--- src/rtl/rc4_ksa_engine.sv ---
// rc4_ksa_engine: RC4 key scheduling over an external single-port S-box RAM, with optional identity fill.
module rc4_ksa_engine #(
  parameter int ADDR_W    = 8,
  parameter int KEY_BYTES = 3
) (
  input  logic                              clk,
  input  logic                              reset,
  input  logic                              start,
  input  logic                              skip_init,
  input  logic [8*KEY_BYTES-1:0]            secret_key,
  input  logic [$clog2(KEY_BYTES+1)-1:0]    key_len,
  output logic [ADDR_W-1:0]                 mem_addr,
  output logic [ADDR_W-1:0]                 mem_data,
  output logic                              mem_wren,
  input  logic [ADDR_W-1:0]                 mem_q,
  output logic                              busy,
  output logic                              done
);
  localparam int KL_W = $clog2(KEY_BYTES + 1);
  localparam int K_W  = (KEY_BYTES > 1) ? $clog2(KEY_BYTES) : 1;
  localparam logic [3:0] IDLE  = 4'd0;
  localparam logic [3:0] INIT  = 4'd1;
  localparam logic [3:0] RD_I  = 4'd2;
  localparam logic [3:0] WT_I  = 4'd3;
  localparam logic [3:0] CAP_I = 4'd4;
  localparam logic [3:0] RD_J  = 4'd5;
  localparam logic [3:0] WT_J  = 4'd6;
  localparam logic [3:0] CAP_J = 4'd7;
  localparam logic [3:0] WR_I  = 4'd8;
  localparam logic [3:0] WR_J  = 4'd9;
  localparam logic [3:0] DONE  = 4'd10;

  logic [3:0]             state_q, state_d;
  logic [ADDR_W-1:0]      i_q, i_d, j_q, j_d, si_q, si_d, sj_q, sj_d;
  logic [K_W-1:0]         k_q, k_d, last_q, last_d;
  logic [8*KEY_BYTES-1:0] key_q, key_d;
  logic [KL_W-1:0]        klen_eff;
  logic [7:0]             kbyte;

  assign klen_eff = (key_len == '0 || int'(key_len) > KEY_BYTES) ? KL_W'(KEY_BYTES) : key_len;

  // key[0] sits in the most significant byte of the latched key
  always_comb begin
    kbyte = '0;
    for (int n = 0; n < KEY_BYTES; n++)
      if (k_q == K_W'(n)) kbyte = key_q[8*(KEY_BYTES-1-n) +: 8];
  end

  always_comb begin
    state_d = state_q;
    i_d     = i_q;
    j_d     = j_q;
    k_d     = k_q;
    last_d  = last_q;
    key_d   = key_q;
    si_d    = si_q;
    sj_d    = sj_q;
    case (state_q)
      IDLE: if (start) begin
        key_d   = secret_key;
        last_d  = K_W'(klen_eff - KL_W'(1));
        i_d     = '0;
        j_d     = '0;
        k_d     = '0;
        state_d = skip_init ? RD_I : INIT;
      end
      INIT: begin
        i_d     = i_q + ADDR_W'(1);
        state_d = (i_q == '1) ? RD_I : INIT;
      end
      RD_I:  state_d = WT_I;
      WT_I:  state_d = CAP_I;
      CAP_I: begin
        si_d    = mem_q;
        j_d     = j_q + mem_q + kbyte[ADDR_W-1:0];
        state_d = RD_J;
      end
      RD_J:  state_d = WT_J;
      WT_J:  state_d = CAP_J;
      CAP_J: begin
        sj_d    = mem_q;
        state_d = WR_I;
      end
      WR_I:  state_d = WR_J;
      WR_J: begin
        i_d     = i_q + ADDR_W'(1);
        k_d     = (k_q == last_q) ? '0 : k_q + K_W'(1);
        state_d = (i_q == '1) ? DONE : RD_I;
      end
      default: state_d = IDLE;
    endcase
  end

  always_ff @(posedge clk or posedge reset) begin
    if (reset) begin
      state_q <= IDLE;
      i_q     <= '0;
      j_q     <= '0;
      k_q     <= '0;
      last_q  <= '0;
      key_q   <= '0;
      si_q    <= '0;
      sj_q    <= '0;
    end else begin
      state_q <= state_d;
      i_q     <= i_d;
      j_q     <= j_d;
      k_q     <= k_d;
      last_q  <= last_d;
      key_q   <= key_d;
      si_q    <= si_d;
      sj_q    <= sj_d;
    end
  end

  assign mem_wren = state_q == INIT || state_q == WR_I || state_q == WR_J;
  assign mem_addr = (state_q inside {RD_J, WT_J, CAP_J, WR_J}) ? j_q : i_q;
  assign mem_data = (state_q == INIT) ? i_q : (state_q == WR_I) ? sj_q : (state_q == WR_J) ? si_q : '0;
  assign busy     = state_q != IDLE;
  assign done     = state_q == DONE;
endmodule
--- config.mk ---
export PLATFORM = sky130hd
export DESIGN_NAME = rc4_ksa_engine
export DESIGN_NICKNAME = d
export VERILOG_FILES = /design/src/rtl/rc4_ksa_engine.sv
export SDC_FILE = /design/constraint.sdc
export NUM_CORES = 1
export LEC_CHECK = 0
export ABC_AREA = 1
export BUFFER_PORTS_ARGS = -buffer_cell sky130_fd_sc_hd__buf_2
export CAP_MARGIN = 0
export CORE_MARGIN = 2
export CORE_UTILIZATION = 51
export DETAILED_ROUTE_END_ITERATION = 12
export PLACE_DENSITY_LB_ADDON = 0.25
export REMOVE_ABC_BUFFERS = 1
export SETUP_SLACK_MARGIN = 0.15
export SLEW_MARGIN = 10
export SYNTH_ARGS = -nofsm -noshare
export SYNTH_HDL_FRONTEND = slang
export SYNTH_SLANG_ARGS = --single-unit
--- constraint.sdc ---
create_clock -name clk -period 3 [get_ports clk]
set_clock_uncertainty 0.15 [all_clocks]
set_input_delay 0.15 -clock clk [delete_from_list [all_inputs] [get_ports clk]]
set_output_delay 0.15 -clock clk [all_outputs]
set_load 0.005 [all_outputs]
==> impl_results.md <==
* Status: finished clean
* Fin crit share at a little over nine tenths
* Worst-path clk slew at about 0.07 ns
* Clock buffer depth at 2
* Most used DFF post-synth: dfrtp_1
* Worst-case hold slack at approximately 0.031 ns
* RSZ-0062 raised after global routing: true
* WHS Path Cells at 3
* Commonest non-fill, non-tap cell in the layout: nand2_1
* # diodes at 0
* Routed vias at approximately 3,200
* Most frequent cells in the layout: 99 x nand2_1, 64 x dfrtp_1, 56 x buf_2
* Routability-driven placement congestion ratio at 0.892
* Die width at between 80 and 90 µm
* Worst Path Required at a little over 3 ns
* Pre-antenna DRT Iters at 4
* Pre-CTS setup slack at -0.0157 ns
* Final setup fails at 0
* R2R Path End: j_q[7]
* # H-tree levels at 3
* Min-delay worst type: primary input to flop
* PwrDens at 1120 nW/µm²
* Hold Path Origin: mem_q[7]
* Hold Vio Cnt, Final at 0
* Number of global-route vias before repair at ~3,100
* Worst setup margin at ~0.16 ns
* Yosys cell types at 30
* Root Buffer: clkbuf_8
* Worst Hold End: sj_q[7]
* Largest net degree at the start of global routing at 44
* # fillers at around 550
* Post-DR vias/cell at 5.12
* Final Max Tran Viols at 0
* Max-Cap Viols at 0
* Cells after DPL at around 570
* CP dominant cell by count: nand3_2
* Number of synthesized register bits at 64
* Critical-path top delay cell: fa_1
* CP startpoint: k_q[0]
* TritonCTS clock tree: yes
* Global-route wire length before repair at 14,500 µm
* Async set-or-reset flop fraction in the synthesized netlist at 100%
* Post-synth EDFFs at 0
* Crit path max fanout at 7
* Detailed Place HPWL at approximately 6000 µm
* Initial antenna violation count at 0
* Minimum clock period at 2.84 ns
* Syn-to-layout area delta at 31.8%
* DIE HEIGHT at 88.4 µm
* R2R setup slack at between 0.15 and 0.2 ns
* Cell breakdown of the critical path: inv_2, ha_4, inv_4, nor2_4, buf_6, a22oi_2, o21ai_2, fa_1, ha_2, inv_2, fa_2, inv_2, nand3_2, nand3_2, nand3_2, nand3_2, nand2_1
* Total CTS buffers at 9
* Worst path max stage delay at 0.49 ns
* Synthesized area per cell at a little under 9 µm²
* Setup crit end kind: flop
* Final net count at between 500 and 600
* Top-level port count at 57
* Final WL at 8880 µm
* Gate Count Post-Synth at around 420
* Layout cells sized above 1 at approximately 30%
* Worst IR Drop VDD at between 600 and 700 µV
* Relative slew margins at 39.7%
* Initial Utilization at 53.2%
* Fmax at ~0.35 GHz
* Leakage at approximately 2.4 nW
* Mapped cell area at approximately 3600 µm²
* Worst-Skew Late Latency at about 0.35 ns
* Core footprint at 6830 µm²
* Crit path kind: flop to flop
* Core Rows at 30
* Grt total ovfl at 0
* GRT Util Overall at around a quarter
* Warnings, synthesis at 0
* Crit path arrival time at about 2.9 ns
* CTS Sinks at 64
* Fin cells at ~620
* WL per Instance at roughly 14 µm
* Die ar. at 7810 µm²
* # DRC at 0
* Seq/Total Area, Yosys at 44.1%
* R2R depth at 17
* I/O Buffers at 56
* Slew at the pin closest to its max-slew limit at approximately 0.9 ns
* Fin Setup TNS at 0 ns
* Antenna Violating Nets Remaining at 0
* Starting DRT DRC Count at 152
* Worst setup SP type: flop
* Reg-to-Reg Start: k_q[0]
## where the power goes
group / switching [mW] / internal [mW] / total (mW)
registers: 0.323 / 1.25 / 1.57
clock network: 0.330 / 0.474 / 0.804
logic: 1.61 / 1.38 / 2.99
## synthesized netlist by cell type (all sizes together) (6+ instances only)
cell type | number | share of area, %
dfrtp | 64 | 44
clkbuf | 6 | 0.62
ha | 11 | 3.8
nor2 | 20 | 2.4
buf | 6 | 1.5
a21oi | 13 | 1.8
inv | 52 | 5.4
a22oi | 7 | 1.4
fa | 8 | 4.4
nand2 | 105 | 11
mux2 | 26 | 8.1
o21ai | 41 | 5.6
nand3 | 40 | 5.9
## per-layer routing
| metal | track usage (%) | part of all wire, % | vias up |
|---|---|---|---|
| met5 | 0 | 0 | - |
| met4 | 8.26 | 1.8 | 0 |
| met3 | 5.22 | 5.3 | 19 |
| met2 | 42.9 | 51 | 96 |
| met1 | 30.2 | 42 | 1495 |
| li1 | - | - | 1574 |
## how the worst max path moves through the flow
| stage | slack, ns | cells after the start | end |
|---|---|---|---|
| final | 0.16 | 17 | j_q[7] |
| after global routing | 0.03 | 15 | j_q[5] |
| after CTS | 0.09 | 18 | j_q[7] |
| after detailed placement | -0.02 | 17 | j_q[7] |
| after global placement | 0.13 | 17 | j_q[7] |
| after floorplan | 0.02 | 15 | j_q[7] |
## layout make-up
cell class / count / area [µm²] / area share [%]
well taps: 96 / 120 / 2.51
repair buffers: 105 / 753 / 15.7
clock buffers: 14 / 183 / 3.82
clock inverters: 2 / 35.0 / 0.732
multi-input cells: 289 / 1900 / 39.6
flip-flops and latches: 64 / 1600 / 33.5
inverters: 52 / 198 / 4.13
## cells by family after synthesis
kind of cell / after synthesis / share of synthesized area, %
flip-flops: 64 / 44.1
multiplexers: 26 / 8.06
AND/OR/NAND/NOR: 172 / 20.9
adder cells (fa/ha/maj): 19 / 8.20
XOR/XNOR: 5 / 1.21
AO/OA/AOI/OAI: 67 / 10.0
buffers and inverters: 64 / 7.51
## flip-flops by register name, indices dropped and copies added, names as in the netlist
register	count
k_q	2
key_q	24
i_q	8
state_q	4
j_q	8
si_q	8
sj_q	8
last_q	2
## worst max-delay path, delay by kind of cell (launching register included)
kind / cells / cell delay (ns)
AO/OA/AOI/OAI: 2 / 0.20
adder cells (fa/ha/maj): 4 / 1.21
buffers and inverters: 5 / 0.39
flip-flops: 1 / 0.43
AND/OR/NAND/NOR: 6 / 0.37
## what timing repair did
item                                    4_1_cts  5_1_grt
endpoints found under the setup margin        5        6
hold endpoints to repair                     81        1
pin swaps                                    10       11
resized for setup                            27       17
hold buffers                                 33        1
setup buffers                                 1        0
## through the flow
stage / util (%) / power, mW / instance area, µm²
floorplan: - / 3.29 / 3550
global placement: 59.6 / 3.98 / 4070
detailed placement: 59.6 / 4.09 / 4070
CTS: 69.1 / 5.14 / 4720
global route: 70.1 / 5.83 / 4790
finish: 70.1 / 5.36 / 4790
(Power assumes the default switching activity.)
